File: config.mk
export PLATFORM = sky130hd
export DESIGN_NAME = a1_485_bus_ctrl
export DESIGN_NICKNAME = d
export VERILOG_FILES = /design/src/rtl/a1_485_pkg.sv /design/src/rtl/a1_485_guard_cnt.sv /design/src/rtl/a1_485_bus_ctrl.sv
export SDC_FILE = /design/constraint.sdc
export NUM_CORES = 1
export LEC_CHECK = 0
export BUFFER_PORTS_ARGS = -buffer_cell sky130_fd_sc_hd__buf_2
export CORE_ASPECT_RATIO = 2
export CORE_MARGIN = 1
export CORE_UTILIZATION = 40
export DETAILED_ROUTE_END_ITERATION = 6
export MAX_ROUTING_LAYER = met4
export PLACE_DENSITY = 0.61
export SLEW_MARGIN = 15
export SYNTH_ARGS = -nofsm -noshare
export SYNTH_HDL_FRONTEND = slang
export SYNTH_HIERARCHICAL = 1
export SYNTH_SLANG_ARGS = --single-unit
File: constraint.sdc
create_clock -name clk_96M -period 6.21 [get_ports clk_96M]
set_input_delay 0.9315 -clock clk_96M [delete_from_list [all_inputs] [get_ports clk_96M]]
set_output_delay 0.9315 -clock clk_96M [all_outputs]
set_load 0.02 [all_outputs]
File: src/rtl/a1_485_pkg.sv
// Shared types and defaults for the RS-485 half-duplex bus controller.
package a1_485_pkg;

  typedef enum logic [2:0] {
    StRx    = 3'd0,
    StPre   = 3'd1,
    StTx    = 3'd2,
    StDrain = 3'd3,
    StPost  = 3'd4
  } bus_state_e;

  localparam int unsigned GuardW = 16;
  localparam int unsigned WdW    = 24;

  localparam int unsigned    PreGuardDefault  = 96;
  localparam int unsigned    PostGuardDefault = 960;
  localparam logic [WdW-1:0] TxTimeoutDefault = 24'd9_600_000;

  // Down-counter load value so a guard of N cycles spans N states; 0 behaves like 1.
  function automatic logic [GuardW-1:0] guard_load_val(input int unsigned cycles);
    if (cycles == 0) return '0;
    if (cycles - 1 > (2 ** GuardW) - 1) return '1;
    return GuardW'(cycles - 1);
  endfunction

endpackage

File: src/rtl/a1_485_guard_cnt.sv
// Loadable saturating down-counter used to time the PRE and POST bus guards.
module a1_485_guard_cnt
  import a1_485_pkg::*;
(
  input  logic              clk_i,
  input  logic              rst_i,
  input  logic              load_i,
  input  logic [GuardW-1:0] load_val_i,
  output logic              zero_o
);

  logic [GuardW-1:0] cnt_q;
  logic [GuardW-1:0] cnt_d;

  always_comb begin
    cnt_d = cnt_q;
    if (load_i) begin
      cnt_d = load_val_i;
    end else if (cnt_q != '0) begin
      cnt_d = cnt_q - 1'b1;
    end
  end

  always_ff @(posedge clk_i) begin
    if (rst_i) begin
      cnt_q <= '0;
    end else begin
      cnt_q <= cnt_d;
    end
  end

  assign zero_o = (cnt_q == '0);

endmodule

File: src/rtl/a1_485_bus_ctrl.sv
// RS-485 driver/receiver arbiter: guards DE around transmissions, grants one requester at a time.
module a1_485_bus_ctrl
  import a1_485_pkg::*;
#(
  parameter int unsigned    PRE_GUARD  = PreGuardDefault,
  parameter int unsigned    POST_GUARD = PostGuardDefault,
  parameter logic [WdW-1:0] TX_TIMEOUT = TxTimeoutDefault
) (
  input  logic       clk_96M,
  input  logic       rst,
  input  logic       rx_frame_done,
  input  logic       req_resp,
  input  logic       req_data,
  input  logic       done_resp,
  input  logic       done_data,
  input  logic       tx_busy,
  output logic       f_re,
  output logic       f_de,
  output logic       gnt_resp,
  output logic       gnt_data,
  output logic       timeout_err,
  output logic [2:0] bus_state
);

  localparam logic [GuardW-1:0] PreLoad  = guard_load_val(PRE_GUARD);
  localparam logic [GuardW-1:0] PostLoad = guard_load_val(POST_GUARD);
  localparam logic [WdW-1:0]    WdLast   = (TX_TIMEOUT == '0) ? '0 : TX_TIMEOUT - 1'b1;

  bus_state_e        state_q, state_d;
  logic              win_data_q, win_data_d;  // latched winner: 1 = read-data requester
  logic              arm_q;
  logic [WdW-1:0]    wd_q;
  logic              f_re_q, f_de_q, gnt_resp_q, gnt_data_q, timeout_err_q;
  logic              timeout_d;
  logic              grant_done;
  logic              wd_hit;
  logic              cur_active, nxt_active;
  logic              guard_load;
  logic [GuardW-1:0] guard_val;
  logic              guard_zero;

  a1_485_guard_cnt u_guard_cnt (
    .clk_i      (clk_96M),
    .rst_i      (rst),
    .load_i     (guard_load),
    .load_val_i (guard_val),
    .zero_o     (guard_zero)
  );

  assign cur_active = (state_q == StPre) || (state_q == StTx) || (state_q == StDrain);
  assign nxt_active = (state_d == StPre) || (state_d == StTx) || (state_d == StDrain);

  always_comb begin
    state_d    = state_q;
    win_data_d = win_data_q;
    timeout_d  = 1'b0;
    grant_done = (state_q == StTx) && (win_data_q ? done_data : done_resp);
    wd_hit     = cur_active && (wd_q >= WdLast);

    unique case (state_q)
      StRx: begin
        // A frame-done pulse arms and launches in the same cycle when a request is already up.
        if ((arm_q || rx_frame_done) && (req_resp || req_data)) begin
          state_d    = StPre;
          win_data_d = !req_resp;
        end
      end
      StPre: begin
        if (guard_zero) begin
          state_d = (win_data_q ? req_data : req_resp) ? StTx : StPost;
        end
      end
      StTx: begin
        if (grant_done) state_d = StDrain;
      end
      StDrain: begin
        if (!tx_busy) state_d = StPost;
      end
      StPost: begin
        if (guard_zero) state_d = StRx;
      end
      default: state_d = StRx;
    endcase

    // Granted done beats a coincident watchdog expiry.
    if (wd_hit && !grant_done) begin
      state_d   = StRx;
      timeout_d = 1'b1;
    end

    guard_load = (state_d != state_q) && ((state_d == StPre) || (state_d == StPost));
    guard_val  = (state_d == StPre) ? PreLoad : PostLoad;
  end

  always_ff @(posedge clk_96M) begin
    if (rst) begin
      state_q       <= StRx;
      win_data_q    <= 1'b0;
      arm_q         <= 1'b0;
      wd_q          <= '0;
      f_re_q        <= 1'b0;
      f_de_q        <= 1'b0;
      gnt_resp_q    <= 1'b0;
      gnt_data_q    <= 1'b0;
      timeout_err_q <= 1'b0;
    end else begin
      state_q    <= state_d;
      win_data_q <= win_data_d;

      if (((state_d == StPre) && (state_q == StRx)) || timeout_d) begin
        arm_q <= 1'b0;
      end else if ((state_q == StRx) && rx_frame_done) begin
        arm_q <= 1'b1;
      end

      if (cur_active && nxt_active) begin
        if (wd_q != '1) wd_q <= wd_q + 1'b1;
      end else begin
        wd_q <= '0;
      end

      f_re_q        <= (state_d != StRx);
      f_de_q        <= (state_d != StRx);
      gnt_resp_q    <= (state_d == StTx) && !win_data_d;
      gnt_data_q    <= (state_d == StTx) && win_data_d;
      timeout_err_q <= timeout_d;
    end
  end

  assign f_re        = f_re_q;
  assign f_de        = f_de_q;
  assign gnt_resp    = gnt_resp_q;
  assign gnt_data    = gnt_data_q;
  assign timeout_err = timeout_err_q;
  assign bus_state   = state_q;

endmodule
==> flow_summary.ini <==
[run_status]
status = completed

[placed_design]
pre_cts_ws_ps = 1900
port_buffers = 15
place_congestion = 0.907
dp_hpwl_mm = 4.46

[critical_path]
crit_fanout = 15
cp-start-kind = flop
arrival_ps = 4570
reg2reg_depth = 15
crit_path_end_kind = flop
required_ps = 6430
critPathKind = reg -> reg

[sta]
rsz0062_at_grt = false
tns_ps = 0
setup_violations = 0
holdWs_ps = 524
tightest_slew_ps = 1100
period_needed_ps = 4340
worst_slack_ps = 1870
fmax_mhz = 230
slew_violations = 0
hold_viol = 0
fin_worst_skew_ps = 14.5
relSlewSlack_pct = 25.9
timing.final.crit_share_pct = 70.0

[grt]
grtUsageTotal_pct = 18.9
antenna_found_initial = 0
grt_max_degree = 25
first_global_vias = 2217
grt_pass1_wl_mm = 10.3
grt_overflow = 0

[clock_tree]
cts_resized = 0
holdBufCountCts = 0
clockBufferDepth = 2
clkLatencyLatePin_ps = 300
cts_made_buffers = 5
clk_pin_slew_ps = 80
clockRootBuffer = clkbuf_16
cts_tree = done
cts.sinks = 49
htree_levels = 2
postCtsSetupBuffers = 0

[route]
routedWlPerCell_um = 13.8
drc_errors = 0
first_iter_violations = 169
vias = 2408
via_per_inst = 5.47
drtAntennaViolNets = 0
first_pass_iters = 4
finalWirelength_mm = 6.06

[yosys]
seq_area_frac_synth_pct = 34.8
synth_area_leader_cell = dfxtp_1
netlist_top_cells_area = dfxtp_1 35%, xnor2_1 7.1%, nor2_1 4.7%, nand2_1 4.3%, nand4_1 2.7%
yosysWarnings = 6
avgSynthCellArea_sq_um = 8.71
synth.distinct_cells = 63
ys_seq_elements = 49
async_flop_share_pct = 0
synth_ff_type = dfxtp_1
syn_inst = 324
syn_area_sq_mm = 0.00282
yosysTopAreaCellShare_pct = 34.8
synth_edf_count = 0

[power]
p_per_area_mw_per_mm2 = 371
p_total_w = 0.00116
vdd_drop_max_uv = 125
p_leak_nw = 1.02

[die]
die_h_um = 121
die_w_um = 61.4
rows = 43
core-area_sq_mm = 0.00689
io_pins = 16
floorplan.initialDensity_pct = 41.0
fp.dieArea_sq_mm = 0.00742

[finish]
area_delta_synth_final_pct = 10.9
layout.nets = 359
diodes = 0
utilization_pct = 45.5
drive_above_1_share_pct = 18.6

[flow_run]
maxCapViolations = 0

[min_path]
min_delay_path_depth = 1
hold_path.class = reg -> reg
## flip-flops by register name, indices dropped and copies added (netlist names)
signal and flops:
gnt_resp 1, wd_q 24, timeout_err 1, f_de 1, gnt_data 1, arm_q 1
u_guard_cnt/cnt_q 16, win_data_q 1, bus_state 3
## stage by stage
step	cell area, sq um	cells
after floorplan	2880	338
after global placement	2980	432
after detailed placement	2980	432
after CTS	3130	440
after global routing	3130	440
final	3130	440
## cell families after synthesis
| family | after synthesis | synth area share (%) |
|---|---|---|
| fa+ha+maj | 2 | 0.886 |
| compound gates | 55 | 13.3 |
| mux | 2 | 0.754 |
| other cells | 2 | 0.266 |
| xor+xnor | 31 | 9.62 |
| buf+inv | 18 | 3.99 |
| flops | 49 | 34.8 |
| simple gates | 165 | 36.4 |
## worst max-delay path, stage by stage (launching register included)
cell	delay [ps]
dfxtp_1	330
inv_1	90
ha_1	200
or3b_2	520
or4_4	590
nor2_1	240
nor2b_1	260
a32oi_1	150
or2_1	250
nor3_1	180
xnor2_1	90
a32oi_1	200
buf_4	220
nor2b_1	750
nand2_1	100
o21ai_0	100
## cells in the final DEF, fill, tap and decap left out, drive strengths merged, types with 5 or more instances in the layout
cell,Yosys,final
dfxtp,49,49
nor2,40,40
nand2,32,32
xnor2,23,23
nor3,18,18
conb,2,16
buf,9,16
o21ai,16,16
a21oi,13,13
nand4,13,13
nor4,12,12
nand3,10,10
xor2,8,8
inv,6,8
and4,6,6
and3,6,6
nor2b,5,5
a31oi,5,5
clkbuf,3,5
or3,5,5
or4,5,5
## cell usage after synthesis, types with 4 or more instances
library cell / n
a31oi_1: 5
and4_4: 4
dfxtp_1: 49
nor3_2: 4
o31ai_1: 4
nor4_1: 5
xnor2_1: 23
nand3_1: 8
nor2b_1: 5
buf_6: 5
xor2_1: 8
and3_1: 4
nor2_2: 5
inv_1: 6
or3_1: 4
nor4_2: 4
o21ai_0: 12
nand2_1: 32
nand4_1: 12
nor2_1: 35
a21oi_1: 13
nor3_1: 14
## where the power goes
group | total (W) | internal (W) | switching [W]
registers | 0.000422 | 0.000364 | 0.0000586
clock network | 0.000281 | 0.000152 | 0.000129
logic | 0.000457 | 0.000189 | 0.000268
total | 0.00116 | 0.000705 | 0.000455
## per-layer routing
metal / GRT usage (%) / routed length (um) / vias up
met2: 33.6 / 3360 / 49
met3: 2.67 / 157 / 15
met1: 19.5 / 2340 / 1128
li1: - / - / 1216
met4: 8.61 / 196 / 0
met5: - / 0 / -
## layout make-up
| type | count | area, sq um |
|---|---|---|
| fill | 712 | 3760 |
| sequential | 49 | 981 |
| timing repair buffer | 16 | 82.6 |
| clock inverter | 3 | 25.0 |
| clock buffer | 5 | 125 |
| inverter | 6 | 22.5 |
| tap | 90 | 113 |
| multi-input combinational | 271 | 1780 |
## path summary, 6_finish.rpt
path	startpoint	end	slack (ps)
max	u_guard_cnt/cnt_q[0]$_SDFFE_PP0P_	u_guard_cnt/cnt_q[8]$_SDFFE_PP0P_	1870
min	wd_q[16]$_SDFFE_PP0P_	wd_q[16]$_SDFFE_PP0P_	520
max reg2reg	u_guard_cnt/cnt_q[0]$_SDFFE_PP0P_	u_guard_cnt/cnt_q[8]$_SDFFE_PP0P_	1870
min reg2reg	wd_q[16]$_SDFFE_PP0P_	wd_q[16]$_SDFFE_PP0P_	520
Note: power is estimated with default switching activity, not from simulation.
